$ cat src/rtl/sprite_scheduler_if.sv
// Beam position, sprite position and renderer control/pixel signals for sprite_scheduler.
// The master drives beam/position/gfx; the slave (scheduler) returns pulses and the gated pixel.
interface sprite_scheduler_if;
    logic [8:0] hpos;
    logic [8:0] vpos;
    logic       display_on;
    logic [8:0] sprite_x;
    logic [8:0] sprite_y;
    logic       pos_we;
    logic       gfx;
    logic       inloop;
    logic       vstart;
    logic       load;
    logic       hstart;
    logic       sprite_pixel;
    logic       active;

    modport master (
        output hpos, vpos, display_on, sprite_x, sprite_y, pos_we, gfx, inloop,
        input  vstart, load, hstart, sprite_pixel, active
    );

    modport slave (
        input  hpos, vpos, display_on, sprite_x, sprite_y, pos_we, gfx, inloop,
        output vstart, load, hstart, sprite_pixel, active
    );
endinterface

$ cat src/rtl/sprite_scheduler.sv
// Times vstart/load/hstart for one 16x16 sprite from the beam position and gates its pixel.
// All outputs registered (1 cycle after the sampled beam position); no backpressure, beam-paced.
module sprite_scheduler #(
    parameter int H_DISPLAY = 256,
    parameter int V_DISPLAY = 240,
    parameter int SPRITE_W  = 16,
    parameter int SPRITE_H  = 16,
    parameter int MIN_X     = 4
) (
    input  logic               clk,
    input  logic               reset_n,
    sprite_scheduler_if.slave  bus
);
    localparam logic [2:0] S_IDLE     = 3'd0;
    localparam logic [2:0] S_ARMED    = 3'd1;
    localparam logic [2:0] S_ROW_LOAD = 3'd2;
    localparam logic [2:0] S_ROW_WAIT = 3'd3;
    localparam logic [2:0] S_ROW_DRAW = 3'd4;
    localparam logic [2:0] S_ROW_NEXT = 3'd5;

    localparam logic [8:0] X_MIN    = 9'(MIN_X);
    localparam logic [8:0] X_MAX    = 9'(H_DISPLAY - SPRITE_W);
    localparam logic [8:0] Y_MAX    = 9'(V_DISPLAY - SPRITE_H);
    localparam logic [8:0] Y_OFF    = 9'(V_DISPLAY);
    localparam logic [3:0] ROW_LAST = 4'(SPRITE_H - 1);
    localparam logic [3:0] COL_LAST = 4'(SPRITE_W - 1);

    logic [2:0] state, state_nxt;
    logic [3:0] row, row_nxt;
    logic [3:0] col, col_nxt;
    logic [8:0] shadow_x, shadow_y, lat_x, lat_y, clamp_x;
    logic       vstart_nxt, load_nxt, hstart_nxt;
    logic       vstart_q, load_q, hstart_q, pixel_q, active_q;
    logic       frame_start, window;
    logic       unused_inloop;

    assign unused_inloop = bus.inloop;
    assign frame_start   = (bus.hpos == 9'd0) && (bus.vpos == 9'd0);
    assign window        = (state == S_ROW_DRAW) && !frame_start;

    always_comb begin
        clamp_x = bus.sprite_x;
        if (bus.sprite_x < X_MIN)
            clamp_x = X_MIN;
        else if (bus.sprite_x > X_MAX)
            clamp_x = X_MAX;
    end

    always_comb begin
        state_nxt  = state;
        row_nxt    = row;
        col_nxt    = col;
        vstart_nxt = 1'b0;
        load_nxt   = 1'b0;
        hstart_nxt = 1'b0;
        // Frame start overrides any state, so a too-short vertical total aborts silently.
        if (frame_start) begin
            state_nxt = (shadow_y <= Y_MAX) ? S_ARMED : S_IDLE;
        end else begin
            case (state)
                S_ARMED: if (bus.hpos == 9'd0 && bus.vpos == lat_y) begin
                    vstart_nxt = 1'b1;
                    row_nxt    = 4'd0;
                    state_nxt  = S_ROW_LOAD;
                end
                S_ROW_LOAD: if (bus.hpos == 9'd1) begin
                    load_nxt  = 1'b1;
                    state_nxt = S_ROW_WAIT;
                end
                S_ROW_WAIT: if (bus.hpos == lat_x) begin
                    hstart_nxt = 1'b1;
                    col_nxt    = 4'd0;
                    state_nxt  = S_ROW_DRAW;
                end
                S_ROW_DRAW: begin
                    col_nxt = col + 4'd1;
                    if (col == COL_LAST) begin
                        if (row == ROW_LAST) begin
                            state_nxt = S_IDLE;
                        end else begin
                            row_nxt   = row + 4'd1;
                            state_nxt = S_ROW_NEXT;
                        end
                    end
                end
                S_ROW_NEXT: if (bus.hpos == 9'd0) state_nxt = S_ROW_LOAD;
                default: state_nxt = S_IDLE;
            endcase
        end
    end

    always_ff @(posedge clk or negedge reset_n) begin
        if (!reset_n) begin
            state    <= S_IDLE;
            row      <= 4'd0;
            col      <= 4'd0;
            shadow_x <= X_MIN;
            shadow_y <= Y_OFF;
            lat_x    <= X_MIN;
            lat_y    <= Y_OFF;
            vstart_q <= 1'b0;
            load_q   <= 1'b0;
            hstart_q <= 1'b0;
            pixel_q  <= 1'b0;
            active_q <= 1'b0;
        end else begin
            state    <= state_nxt;
            row      <= row_nxt;
            col      <= col_nxt;
            vstart_q <= vstart_nxt;
            load_q   <= load_nxt;
            hstart_q <= hstart_nxt;
            pixel_q  <= bus.gfx & window & bus.display_on;
            active_q <= (state_nxt != S_IDLE);
            // Latch reads the pre-write shadow, so a same-cycle pos_we lands next frame.
            if (frame_start) begin
                lat_x <= shadow_x;
                lat_y <= shadow_y;
            end
            if (bus.pos_we) begin
                shadow_x <= clamp_x;
                shadow_y <= bus.sprite_y;
            end
        end
    end

    assign bus.vstart       = vstart_q;
    assign bus.load         = load_q;
    assign bus.hstart       = hstart_q;
    assign bus.sprite_pixel = pixel_q;
    assign bus.active       = active_q;
endmodule

$ cat src/flat_wrapper.sv
// flat-port wrapper written by rule: the top's interface ports become plain ports
module sprite_scheduler_flat 
#(
    parameter int H_DISPLAY = 256,
    parameter int V_DISPLAY = 240,
    parameter int SPRITE_W  = 16,
    parameter int SPRITE_H  = 16,
    parameter int MIN_X     = 4
)
  (clk, reset_n, bus_hpos, bus_vpos, bus_display_on, bus_sprite_x, bus_sprite_y, bus_pos_we, bus_gfx, bus_inloop, bus_vstart, bus_load, bus_hstart, bus_sprite_pixel, bus_active);
  sprite_scheduler_if bus_i ();
  input  logic clk;
  input  logic reset_n;
  input wire logic [$bits(bus_i.hpos)-1:0] bus_hpos;
  input wire logic [$bits(bus_i.vpos)-1:0] bus_vpos;
  input wire logic [$bits(bus_i.display_on)-1:0] bus_display_on;
  input wire logic [$bits(bus_i.sprite_x)-1:0] bus_sprite_x;
  input wire logic [$bits(bus_i.sprite_y)-1:0] bus_sprite_y;
  input wire logic [$bits(bus_i.pos_we)-1:0] bus_pos_we;
  input wire logic [$bits(bus_i.gfx)-1:0] bus_gfx;
  input wire logic [$bits(bus_i.inloop)-1:0] bus_inloop;
  output wire logic [$bits(bus_i.vstart)-1:0] bus_vstart;
  output wire logic [$bits(bus_i.load)-1:0] bus_load;
  output wire logic [$bits(bus_i.hstart)-1:0] bus_hstart;
  output wire logic [$bits(bus_i.sprite_pixel)-1:0] bus_sprite_pixel;
  output wire logic [$bits(bus_i.active)-1:0] bus_active;
  assign bus_i.hpos = bus_hpos;
  assign bus_i.vpos = bus_vpos;
  assign bus_i.display_on = bus_display_on;
  assign bus_i.sprite_x = bus_sprite_x;
  assign bus_i.sprite_y = bus_sprite_y;
  assign bus_i.pos_we = bus_pos_we;
  assign bus_i.gfx = bus_gfx;
  assign bus_i.inloop = bus_inloop;
  assign bus_vstart = bus_i.vstart;
  assign bus_load = bus_i.load;
  assign bus_hstart = bus_i.hstart;
  assign bus_sprite_pixel = bus_i.sprite_pixel;
  assign bus_active = bus_i.active;
  sprite_scheduler #(.H_DISPLAY(H_DISPLAY), .V_DISPLAY(V_DISPLAY), .SPRITE_W(SPRITE_W), .SPRITE_H(SPRITE_H), .MIN_X(MIN_X)) u_core (.clk(clk), .reset_n(reset_n), .bus(bus_i));
endmodule
$ cat config.mk
export PLATFORM = sky130hd
export DESIGN_NAME = sprite_scheduler_flat
export DESIGN_NICKNAME = d
export VERILOG_FILES = /design/src/rtl/sprite_scheduler_if.sv /design/src/rtl/sprite_scheduler.sv /design/src/flat_wrapper.sv
export SDC_FILE = /design/constraint.sdc
export NUM_CORES = 1
export LEC_CHECK = 0
export ABC_CLOCK_PERIOD_IN_PS = 2100
export BUFFER_PORTS_ARGS = -buffer_cell sky130_fd_sc_hd__buf_2
export CORE_UTILIZATION = 35
export CTS_CLUSTER_DIAMETER = 200
export DETAILED_ROUTE_END_ITERATION = 7
export HOLD_SLACK_MARGIN = 0.05
export SLEW_MARGIN = 30
export SYNTH_ARGS = -nofsm -noshare
export SYNTH_HDL_FRONTEND = slang
export SYNTH_SLANG_ARGS = --single-unit
$ cat constraint.sdc
create_clock -name clk -period 2.1 [get_ports clk]
set_clock_uncertainty 0.15 [all_clocks]
set_input_delay 0.315 -clock clk [delete_from_list [all_inputs] [get_ports clk]]
set_output_delay 0.315 -clock clk [all_outputs]
set_load 0.005 [all_outputs]
# [After elaboration in Yosys (flattened, before gate mapping)]
# Cells that the tools add are included.
[word_totals] out_inout_bits=5 elab_cells=71 reg_bits=52 input_bits=42
[classes] order_cmp=3 n_bitwise=3 n_reduce_logical=11 muxes=26 n_eq_ne=14 addsub=2
[ops] op="$mux 3" n=7
[ops] op="$eq 9x9->1" n=2
[ops] op="$logic_not 9->1" n=2
[ops] op="$mux 9" n=2
[ops] op="$mux 4" n=4
[ops] op="$pmux 4 s2" n=2
[ops] op="$pmux 3 s5" n=1
[ops] op="$mux 1" n=10
[ops] op="$eq 9x1->1 const B" n=1
[ops] op="$gt 9x8->1 const B" n=1
[ops] op="$le 9x8->1 const B" n=1
[ops] op="$lt 9x3->1 const B" n=1
[ops] op="$add 4x1->4 const B" n=2
[ops] op="$eq 4x4->1 const B" n=2
[ops] op="$eq 3x2->1 const B" n=2
[ops] op="$eq 3x3->1 const B" n=2
[ops] op="$reduce_and 5->1" n=1
[ops] op="$ne 2x1->1 const B" n=2
[ops] op="$ne 2x2->1 const B" n=2
[ops] op="$reduce_bool 2->1" n=2
[ops] op="$eq 3x1->1 const B" n=1
[ops] op="$logic_and 1x1->1" n=3
[ops] op="$reduce_and 3->1" n=1
[ops] op="$reduce_bool 3->1" n=1
[ops] op="3 further kinds" n=4

# [Longest topological paths before layout]
# Gate-level depths: netlist of run 1.
[logic_depth] ltp_word=6 ltp_mapped=7 mapped_depth_nobuf=6

# [Least setup slack after synthesis of run 1]
# No wires, ideal clock.
[synth_timing] kind="input -> register" from="input port bus_hpos[5]" to="register u_core.row[1]" path_stages=6 n_path_buf=0 path_slack_ns=0.299 arrival_ns=1.571 cell_sequence="nor4_4 nand3b_2 nor4_2 nand2_2 a21oi_2 mux2i_1"
[synth_between] elab_chain_len=4 elab_cells_between_ends=6
[synth_lines] element="start, declared" line="flat_wrapper.sv:14" source="input wire logic [$bits(bus_i.hpos)-1:0] bus_hpos;"
[synth_lines] element="$logic_not 9->1 *" line="sprite_scheduler.sv:38, sprite_scheduler.sv:61"
[synth_lines] element="$logic_and 1x1->1 (on tied branches)" line="sprite_scheduler.sv:61, sprite_scheduler.sv:38"
[synth_lines] element="$ne 2x1->1 (no source line) or $not 1->1 (tied branches)"
[synth_lines] element="$reduce_and 5->1 (no source line) *"
[synth_lines] element="end signal, assigned" line="sprite_scheduler.sv:108" source="row <= row_nxt;"
[synth_lines] element="end, declared" line="sprite_scheduler.sv:29" source="logic [3:0] row, row_nxt;"
# Every way passes the cells marked *; elsewhere a longest branch is shown, timed or not.
# A chain may end at the register's enable or synchronous reset.

# [Worst setup path in the final report of run 1]
[layout_timing] from="register u_core.lat_x[1]" to="register u_core.col[3]"
[layout_between] elab_chain_len=3
[layout_lines] element="start, declared" line="sprite_scheduler.sv:31" source="logic [8:0] shadow_x, shadow_y, lat_x, lat_y, clamp_x;"
[layout_lines] element="start signal, assigned" line="sprite_scheduler.sv:117" source="lat_x <= shadow_x;"
[layout_lines] element="$eq 9x9->1" line="sprite_scheduler.sv:70" source="S_ROW_WAIT: if (bus.hpos == lat_x) begin"
[layout_lines] element="$ne 2x1->1 (no source line)"
[layout_lines] element="$reduce_and 3->1 (no source line)"
[layout_lines] element="end signal, assigned" line="sprite_scheduler.sv:109" source="col <= col_nxt;"
[layout_lines] element="end, declared" line="sprite_scheduler.sv:30" source="logic [3:0] col, col_nxt;"
# Every way passes these cells.

==> results of run 1 <==
[stage by stage]
stage / hold WS [ns] / area, um^2 / power [mW]
floorplan: -0.131 / 2540 / 1.14
global placement: 0.121 / 2920 / 1.23
detailed placement: 0.124 / 2920 / 1.23
CTS: 0.0770 / 3050 / 1.96
global route: 0.0749 / 3050 / 2.02
finish: 0.0854 / 3050 / 1.93
[cells in the mapped netlist (all sizes together)]
master   number  area, um^2
a22o          1        8.76
xor2          9        78.8
dfrtp        42        1050
mux2i         1        10.0
nor3          8        45.0
a21oi        11        58.8
o21ai         9        48.8
buf           3        21.3
o22ai         1        6.26
and3          4        25.0
xnor2        10        87.6
nor2         24        90.1
or3           1        6.26
nand3         5        25.0
nand4         5        31.3
o21a          1        7.51
dfstp        10         263
o211ai        1        7.51
nor3b         1        7.51
a31oi         2        12.5
nand2b        2        12.5
and2          3        18.8
nor4          6        80.1
and4          1        8.76
nand3b        2        18.8
o41ai         1        8.76
and4bb        1        12.5
clkbuf        5        18.8
a2bb2oi       2        17.5
nor2b         6        37.5
mux2         10         113
a221oi        1        8.76
inv           7        26.3
ha            2        25.0
nand2        62         235
or2           1        6.26
[cells in the final DEF, fill, tap and decap left out, types with 7 or more instances in the layout]
cell type,netlist,layout
nand2_1,61,61
buf_2,2,45
dfrtp_1,42,42
nor2_1,24,24
a21oi_1,10,10
xnor2_1,10,10
mux2_2,10,10
buf_4,0,10
dfstp_2,10,10
xor2_1,9,9
o21ai_0,8,8
nor3_1,7,7
inv_1,7,7
[layer usage]
| layer | wire length (um) | part of all wire | vias up | GRT usage |
|---|---|---|---|---|
| li1 | - | - | 990 | - |
| met1 | 2550 | 0.50 | 905 | 0.204 |
| met2 | 2320 | 0.45 | 39 | 0.247 |
| met3 | 148 | 0.029 | 6 | 0.0322 |
| met4 | 92 | 0.018 | 0 | 0.0641 |
| met5 | 0 | 0 | - | 0 |
[critical path, delay by kind of cell (launching register included)]
family	cells	cell delay (ns)
AOI/OAI and AO/OA	2	0.28
xor gates and xnor gates	1	0.16
DFF	1	0.40
and+or+nand+nor	3	0.89
[registers in the layout, indices dropped and copies added (netlist names)]
name                     cells
u_core.col                   4
u_core.shadow_x              9
u_core.state                 3
u_core.lat_x                 9
u_core.lat_y                 9
u_core.bus.hstart            1
u_core.bus.load              1
u_core.bus.sprite_pixel      1
u_core.bus.vstart            1
u_core.bus.active            1
u_core.shadow_y              9
u_core.row                   4
[how the worst min path moves through the flow]
stage,startpoint,end,slack (ns),depth (start not counted)
after global routing,bus_sprite_y[1],u_core.shadow_y[1],0.07,2
after detailed placement,reset_n,u_core.row[3],0.12,1
after floorplan,reset_n,u_core.bus.active,-0.13,0
final,bus_sprite_x[0],u_core.shadow_x[0],0.09,3
after CTS,bus_sprite_x[1],u_core.shadow_x[1],0.08,3
after global placement,reset_n,u_core.row[3],0.12,1
[logic make-up (layout without fill, tap and decap cells)]
kind of cell,Yosys count,in the layout,synth area share
fa+ha+maj,2,2,0.00985
mux,11,11,0.0483
simple gates,132,132,0.260
buf+inv,15,71,0.0261
xor+xnor,19,19,0.0655
flops,52,52,0.517
compound gates,30,30,0.0729
[final cells by class]
| class | count | area share |
|---|---|---|
| Sequential cell | 52 | 0.430 |
| Multi-Input combinational cell | 194 | 0.380 |
| Timing Repair Buffer | 56 | 0.102 |
| Tap cell | 96 | 0.0393 |
| Clock buffer | 6 | 0.0270 |
| Clock inverter | 2 | 0.0127 |
| Inverter | 7 | 0.00861 |
[power by group through the flow]
stage,logic (mW),clock network [mW],registers [mW]
3_5_place_dp,0.155,0,1.08
3_3_place_gp,0.152,0,1.08
2_1_floorplan,0.0682,0,1.07
5_1_grt,0.173,0.788,1.06
4_1_cts,0.157,0.747,1.06
6_report,0.153,0.719,1.06
[timing repair]
item	CTS	global route
resized for setup	0	1
endpoints found under the hold margin	15	0
setup endpoints to repair	0	1
setup buffers	0	0
hold buffers	1	0
==> summary.md, run 1 <==
| Metric | Value |
|---|---|
| Clk_lat worst skew | `0.30 ns` |
| Tightest Pin Transition | `0.448 ns` |
| Max-cap violation count | `0` |
| Initial antenna violation count | `0` |
| Worst Hold Class | `input pin to flop` |
| DRC | `0` |
| Clock buffer depth | `2` |
| CTS buffer count | `5` |
| Io pins | `47` |
| Gr usage total | `0.154` |
| Largest net degree at the start of global routing | `25` |
| Max Slew Vio Count | `0` |
| DP Wirelength | `3900 um` |
| Initial core utilization | `0.368` |
| Area of the multi-input gates | `1160 um^2` |
| Syn Inst Count | `261` |
| Maximum vdd drop | `0.245 mV` |
| NetSw | `0.430 mW` |
| Overflow after GRT | `0` |
| H-Tree Level Count | `2` |
| # diodes | `0` |
| DR vias/cell | `4.70` |
| Die Ht | `87.2 um` |
| Final Non-Filler Cells | `413` |
| Final #Nets | `360` |
| Total core area | `6910 um^2` |
| Syn_area_per_cell | `9.73 um^2` |
| WL final | `5100 um` |
| Synthesized Nets | `305` |
| Reg-to-reg startpoint | `u_core.lat_x[1]` |
| Final setup viols | `0` |
| Final Hold Viols | `0` |
| Switching share of total power | `0.223` |
| Post-DRT Antenna Nets | `0` |
| Width of the chip | `87.2 um` |
| Crit path to | `u_core.col[3]` |
| Drt pass-1 iters | `4` |
| Register area | `1310 um^2` |
| Rows | `30` |
| Post-synthesis sequential area ratio | `0.517` |
| Die Area | `7600 um^2` |
| Synthesized cell area | `2540 um^2` |
| Post-detailed-route wirelength per cell | `12.4 um` |
| Area growth, synth to finish | `20.2%` |
| WP data arrival | `2.04 ns` |
| Max incr delay on CP | `0.40 ns` |
| Reg2reg setup slack | `0.13 ns` |
| TritonCTS Sinks | `52` |
| Headroom to the max-slew limit | `0.701` |
| DRT iter0 DRCs | `93` |
| Filler cells | `700` |
| Critical path class | `flop to flop` |
| Clk slew on worst S/H paths | `0.09 ns` |
| I/O Buffers | `45` |
| Status | `completed` |
| CP endpoint kind | `flop` |
| Seq pwr share | `0.548` |
| Synth cell types | `44` |
| Int Power | `1.50 mW` |
| GP Congestion | `0.834` |
| Vias in the first global route | `1,989` |
| Final worst slack | `0.131 ns` |
| Placement Setup Slack | `0.00312 ns` |
| Setup crit start kind | `flop` |
| Layout cells sized above 1 | `0.297` |
| Leak Pwr | `1.43 nW` |
| Setup TNS | `0 ns` |
| First-pass GRT wire length | `8950 um` |
| Largest fanout on the critical path | `5` |
| Tcrit/Tclk final | `0.938` |
| Dpl cells | `404` |
| Final worst path period need | `1.97 ns` |
| Worst path cell trace | `xor2_1 > nor4_2 > and4_2 > o21ai_2 > nor3_1 > a2bb2oi_1` |
| WP data required | `2.17 ns` |
| Power density over cell area | `632 nW/um^2` |
| CTS tree | `yes` |
| Setup crit start | `u_core.lat_x[1]` |
| DR vias | `1,940` |
| RR Endpoint | `u_core.col[3]` |
| Worst r2r path cells | `6` |
| Fmax | `0.508 GHz` |
| Combinational power share | `0.079` |
| Root Buffer | `clkbuf_8` |
| Slowest CP cell | `dfrtp_1` |
| Synth Warn # | `0` |
| Setup repair after global routing missed its margin | `false` |
| Fin util | `0.442` |
| #FFs+latches synth | `52` |
| Clk pwr share | `0.373` |
No activity file was read; power rests on OpenSTA's default activity.
==> run 2, diff against run 1 <==
RECOVER_POWER = 25   (was not set)
==> run 2 against run 1 <==
Worst hold slack worse by 0.0015 ns. Critical path depth unchanged. Non-clock buffer count unchanged. Sequential share of layout area about the same. Via count up 0.26%. Register-to-register slack hardly changed. Utilization hardly changed. Total power hardly changed. Critical path type unchanged. Critical endpoint unchanged. Largest cell class unchanged. Highest routed layer unchanged.
==> summary.md, run 2 (synthesis gave the netlist of run 1 again) <==
| Metric | Value |
|---|---|
| GP Congestion | `0.834 (unchanged)` |
| Gr usage total | `0.154 (unchanged)` |
| DRT iter0 DRCs | `93 (unchanged)` |
| WP data required | `2.17 ns (about the same)` |
| Maximum vdd drop | `0.245 mV (about the same)` |
| H-Tree Level Count | `2 (unchanged)` |
| Most frequent cells in the layout | `61 x nand2_1, 43 x buf_2, 42 x dfrtp_1` |
| Dpl cells | `404 (unchanged)` |
| Setup repair after global routing missed its margin | `false` |
| Placed Area | `2920 um^2 (unchanged)` |
| Worst Hold Class | `input pin to flop` |
| Area growth, synth to finish | `20.1% (about the same)` |
| Tightest Pin Transition | `1.07 ns (+0.626 ns)` |
| Setup crit start kind | `flop` |
| DRC | `0 (unchanged)` |
| WL final | `5100 um (about the same)` |
| # diodes | `0 (unchanged)` |
| Width of the chip | `87.2 um (unchanged)` |
| Rows | `30 (unchanged)` |
| Tcrit/Tclk final | `0.938 (about the same)` |
| Drt pass-1 iters | `4 (unchanged)` |
| WHS | `0.0839 ns (-0.00152 ns)` |
| Final Non-Filler Cells | `413 (unchanged)` |
| Die Area | `7600 um^2 (unchanged)` |
| Most common cell after layout, fill and taps aside | `nand2_1` |
| Overflow after GRT | `0 (unchanged)` |
| Initial core utilization | `0.368 (unchanged)` |
| Cell area after layout | `3050 um^2 (about the same)` |
| Final setup viols | `0 (unchanged)` |
| Critical path class | `flop to flop` |
| Status | `completed` |
| CTS buffer count | `5 (unchanged)` |
| CTS tree | `yes` |
| Pwr Total | `1.93 mW (about the same)` |
| Io pins | `47 (unchanged)` |
| Post-detailed-route wirelength per cell | `12.4 um (about the same)` |
| Filler cells | `701 (+0.14%)` |
| TritonCTS Sinks | `52 (unchanged)` |
| DR vias | `1,945 (+0.26%)` |
| Final worst path period need | `1.97 ns (-0.000430 ns)` |
| Layout cells sized above 1 | `0.290 (-0.00631)` |
| DR vias/cell | `4.71 (+0.26%)` |
| Largest net degree at the start of global routing | `25 (unchanged)` |
| Max-cap violation count | `0 (unchanged)` |
| Vias in the first global route | `1,989 (unchanged)` |
| CP endpoint kind | `flop` |
| Max Slew Vio Count | `0 (unchanged)` |
| Clk slew on worst S/H paths | `0.10 ns (about the same)` |
| Die Ht | `87.2 um (unchanged)` |
| Total core area | `6910 um^2 (unchanged)` |
| Clock buffer depth | `2 (unchanged)` |
| First-pass GRT wire length | `8950 um (unchanged)` |
| Leak Pwr | `1.42 nW (-0.39%)` |
| Power density over cell area | `633 nW/um^2 (+0.14%)` |
| I/O Buffers | `45 (unchanged)` |
| Final Hold Viols | `0 (unchanged)` |
| Root Buffer | `clkbuf_8` |
| DP Wirelength | `3900 um (unchanged)` |
| Headroom to the max-slew limit | `0.284 (-0.417)` |
| Largest fanout on the critical path | `5 (unchanged)` |
| Setup TNS | `0 ns (unchanged)` |
| Post-CTS Setup Bufs | `0 (unchanged)` |
| Post-DRT Antenna Nets | `0 (unchanged)` |
| WP data arrival | `2.04 ns (about the same)` |
| Clk_lat worst skew | `0.30 ns (about the same)` |
| Fmax | `0.508 GHz (about the same)` |
| Initial antenna violation count | `0 (unchanged)` |
| Final #Nets | `360 (unchanged)` |
==> run 2: cell count changes in the layout (fill, tap and decap cells not counted), sizes merged <==
cell / delta
buf: -2
clkbuf: +2
==> run 2: stage by stage <==
stage	util	setup slack (ns)
after CTS	0.442	0.0824
after global routing	0.442	0.00728
after global placement	0.423	0.0107
after detailed placement	0.423	0.00312
final	0.442	0.131
after floorplan	-	0.299
==> run 2: metal layers <==
metal / vias to the layer above / wire length [um] / GRT usage
met5: - / 0 / 0
met4: 0 / 92 / 0.0641
met3: 6 / 152 / 0.0322
met2: 41 / 2320 / 0.247
met1: 908 / 2540 / 0.204
li1: 990 / - / -
==> run 2: what timing repair did <==
item | 4_1_cts | 5_1_grt
setup endpoints to repair | 0 | 1
resized for setup | 0 | 1
hold endpoints to repair | 15 | 0
hold buffers | 1 | 0
==> run 2: path summary, 6_finish.rpt <==
kind,from,to,slack [ns],cells past startpoint
hold reg to reg,u_core.shadow_x[2],u_core.lat_x[2],0.32,2
max in group asynchronous,reset_n,u_core.lat_x[2],0.41,3
setup / recovery,u_core.lat_x[1],u_core.col[3],0.13,6
min in group asynchronous,reset_n,u_core.row[3],0.52,2
hold / removal,bus_sprite_x[0],u_core.shadow_x[0],0.08,3
setup reg to reg,u_core.lat_x[1],u_core.col[3],0.13,6
==> run 2: final cells by class <==
class | instances | area [um^2] | share of cell area
Clock inverter | 2 | 38.8 | 0.0127
Timing Repair Buffer | 56 | 308 | 0.101
Tap cell | 96 | 120 | 0.0394
Clock buffer | 6 | 82.6 | 0.0271
Sequential cell | 52 | 1310 | 0.431
Inverter | 7 | 26.3 | 0.00861
Multi-Input combinational cell | 194 | 1160 | 0.381
==> run 2: worst max-delay path: stages, from the launching register on <==
cell	delay, ns
dfrtp_1	0.40
xor2_1	0.16
nor4_2	0.34
and4_2	0.34
o21ai_2	0.09
nor3_1	0.21
a2bb2oi_1	0.19
==> run 2: report_power, final <==
group,switching (mW),internal (mW),total (mW)
clock,0.331,0.390,0.721
sequential,0.0193,1.04,1.06
combinational,0.0816,0.0707,0.152
==> run 3, diff against run 2 <==
BUFFER_PORTS_ARGS = -buffer_cell sky130_fd_sc_hd__buf_4   (was -buffer_cell sky130_fd_sc_hd__buf_2)
CORE_UTILIZATION = 55   (was 35)
PLACE_DENSITY = 0.82   (was not set)
==> run 3 against run 2 <==
Combinational power grew 11%. Clock power shrank 8.9%. Sequential cell count is the same. Critical path type unchanged. Critical path depth is the same. Die area decreased by 36%. Final cell count decreased by 11%. Largest cell class unchanged. Global-route usage is 7.0 points higher. Maximum frequency down 2.0%. Worst hold slack got worse by 0.0031 ns.
==> summary.md, run 3 (synthesis gave the netlist of run 1 again) <==
| Metric | Value |
|---|---|
| Status | `completed` |
| Post-detailed-route wirelength per cell | `13.6 um (+9.8%)` |
| Met2 Wirelength | `2560 um (+10%)` |
| Pwr Total | `1.88 mW (-2.6%)` |
| Max Used Layer | `met4` |
| Setup crit start | `u_core.lat_x[7]` |
| Clock buffer depth | `2 (unchanged)` |
| TritonCTS Sinks | `52 (unchanged)` |
| Met3 routed WL | `200 um (+32%)` |
| RR Endpoint | `u_core.col[3]` |
| CTS tree | `yes` |
| Final worst path period need | `2.01 ns (+0.0400 ns)` |
| Critical path class | `flop to flop` |
| Initial core utilization | `0.579 (+0.212)` |
| Cell area after layout | `3090 um^2 (+1.3%)` |
| Final Hold Viols | `0 (unchanged)` |
| # diodes | `0 (unchanged)` |
| WL final | `4970 um (-2.7%)` |
| Worst path cell trace | `xor2_1 > nor4_2 > and4_4 > o21ai_2 > nor3_1 > a2bb2oi_1` |
| WP data arrival | `2.07 ns (+0.03 ns)` |
| Die Area | `4890 um^2 (-36%)` |
| Clk_lat worst skew | `0.29 ns (about the same)` |
| Post-CTS Setup Bufs | `0 (unchanged)` |
| Most common cell after layout, fill and taps aside | `nand2_1` |
| Largest net degree at the start of global routing | `53 (+110%)` |
| Area growth, synth to finish | `21.6%` |
| Power density over cell area | `609 nW/um^2 (-3.8%)` |
| Setup crit start kind | `flop` |
| CTS buffer count | `5 (unchanged)` |
| Layout cells sized above 1 | `0.277 (-0.0132)` |
| Most frequent cells in the layout | `61 x nand2_1, 50 x buf_4, 42 x dfrtp_1` |
| Crit path to | `u_core.col[3]` |
| Reg-to-reg startpoint | `u_core.lat_x[7]` |
| Max Slew Vio Count | `0 (unchanged)` |
| Critical path buffers and inverters | `0 (unchanged)` |
| DR vias | `1,967 (+1.1%)` |
| Fin util | `0.705 (+0.263)` |
| H-Tree Level Count | `2 (unchanged)` |
| Worst r2r path cells | `6 (unchanged)` |
| Fmax | `0.498 GHz (-2.0%)` |
| Slowest CP cell | `nor4_2` |
| Vias in the first global route | `1,974 (-0.75%)` |
| GP Congestion | `0.854 (+2.4%)` |
| Final setup viols | `0 (unchanged)` |
| DR vias/cell | `5.37 (+14%)` |
| WP data required | `2.17 ns (about the same)` |
| CP endpoint kind | `flop` |
| Largest fanout on the critical path | `4 (-1)` |
| Initial antenna violation count | `0 (unchanged)` |
| I/O Buffers | `45 (unchanged)` |
| Root Buffer | `clkbuf_8` |
| Crit path max-delay family | `simple AND/OR/NAND/NOR gates` |
| Post-DRT Antenna Nets | `0 (unchanged)` |
| Leak Pwr | `1.45 nW (+2.1%)` |
| Placed Area | `2960 um^2 (+1.2%)` |
| Headroom to the max-slew limit | `0.188 (-0.0956)` |
| Io pins | `47 (unchanged)` |
| Overflow after GRT | `0 (unchanged)` |
| WHS | `0.0808 ns (-0.00310 ns)` |
| Clk slew on worst S/H paths | `0.09 ns (about the same)` |
| Width of the chip | `70.0 um (-20%)` |
| CP Depth | `6 (unchanged)` |
| Reg2reg setup slack | `0.09 ns (-0.04 ns)` |
| Max incr delay on CP | `0.40 ns (about the same)` |
| DP Wirelength | `3650 um (-6.2%)` |
| Tcrit/Tclk final | `0.957 (+0.0191)` |
| Met1 wire length | `2120 um (-16%)` |
| DRC | `0 (unchanged)` |
| Drt pass-1 iters | `4 (unchanged)` |
| Gr usage total | `0.224 (+0.0701)` |
| Rows | `24 (-20%)` |
| Die Ht | `70.0 um (-20%)` |
| Total core area | `4380 um^2 (-37%)` |
| Tightest Pin Transition | `1.22 ns (+0.143 ns)` |
| Max-cap violation count | `0 (unchanged)` |
| Final #Nets | `357 (-0.83%)` |
| Maximum vdd drop | `0.375 mV (+53%)` |
| First-pass GRT wire length | `8640 um (-3.5%)` |
| Worst Hold Class | `input pin to flop` |
| DRT iter0 DRCs | `122 (+31%)` |
==> run 3: cell types whose count changed in the layout (fill, tap and decap cells not counted), sizes merged <==
| cell | delta |
|---|---|
| buf | -3 |
==> run 3: area by class of cell <==
class / instances / area [um^2]
clock buffer: 6 / 72.6
clock inverter: 2 / 35.0
fill: 339 / 1290
inverter: 7 / 26.3
multi-input combinational: 194 / 1180
sequential: 52 / 1310
tap: 52 / 65.1
timing repair buffer: 53 / 394
==> run 3: worst min-delay path: cells and delay by family <==
| kind | cells | cell delay, ns |
|---|---|---|
| simple gates | 1 | 0.04 |
| compound gates | 1 | 0.06 |
| buf+inv | 1 | 0.08 |
==> run 3: timing repair <==
action / in CTS / in global routing
endpoints found under the hold margin: 42 / 0
hold buffers: 1 / 0
setup endpoints to repair: 0 / 4
resized for setup: 0 / 5
==> run 3: how the worst min path moves through the flow <==
stage | start | to | slack (ns) | cells past startpoint
2_1_floorplan | reset_n | u_core.bus.active | -0.13 | 0
3_3_place_gp | reset_n | u_core.lat_y[0] | 0.23 | 1
3_5_place_dp | reset_n | u_core.bus.vstart | 0.23 | 1
4_1_cts | bus_sprite_x[1] | u_core.shadow_x[1] | 0.07 | 3
5_1_grt | bus_gfx | u_core.bus.sprite_pixel | 0.09 | 2
6_report | bus_sprite_x[1] | u_core.shadow_x[1] | 0.08 | 3
==> run 3: metrics by stage <==
stage	TNS (ns)	setup WS, ns	std cells
2_1_floorplan	0	0.299	261
3_3_place_gp	0	0.0195	357
3_5_place_dp	-0.0768	-0.0507	357
4_1_cts	0	0.0631	366
5_1_grt	-0.0239	-0.0239	366
6_report	0	0.0909	366
==> run 3: metal layers <==
metal	vias up	GRT usage
met5	-	0
met4	0	0.0822
met3	8	0.0519
met2	54	0.386
met1	924	0.275
li1	981	-
==> run 3: report_power, final <==
part	internal, mW	leakage, nW	switching, mW
Clock	0.354	0.0552	0.303
Combinational	0.0884	0.758	0.0800
Sequential	1.04	0.639	0.0200
Total	1.48	1.45	0.403
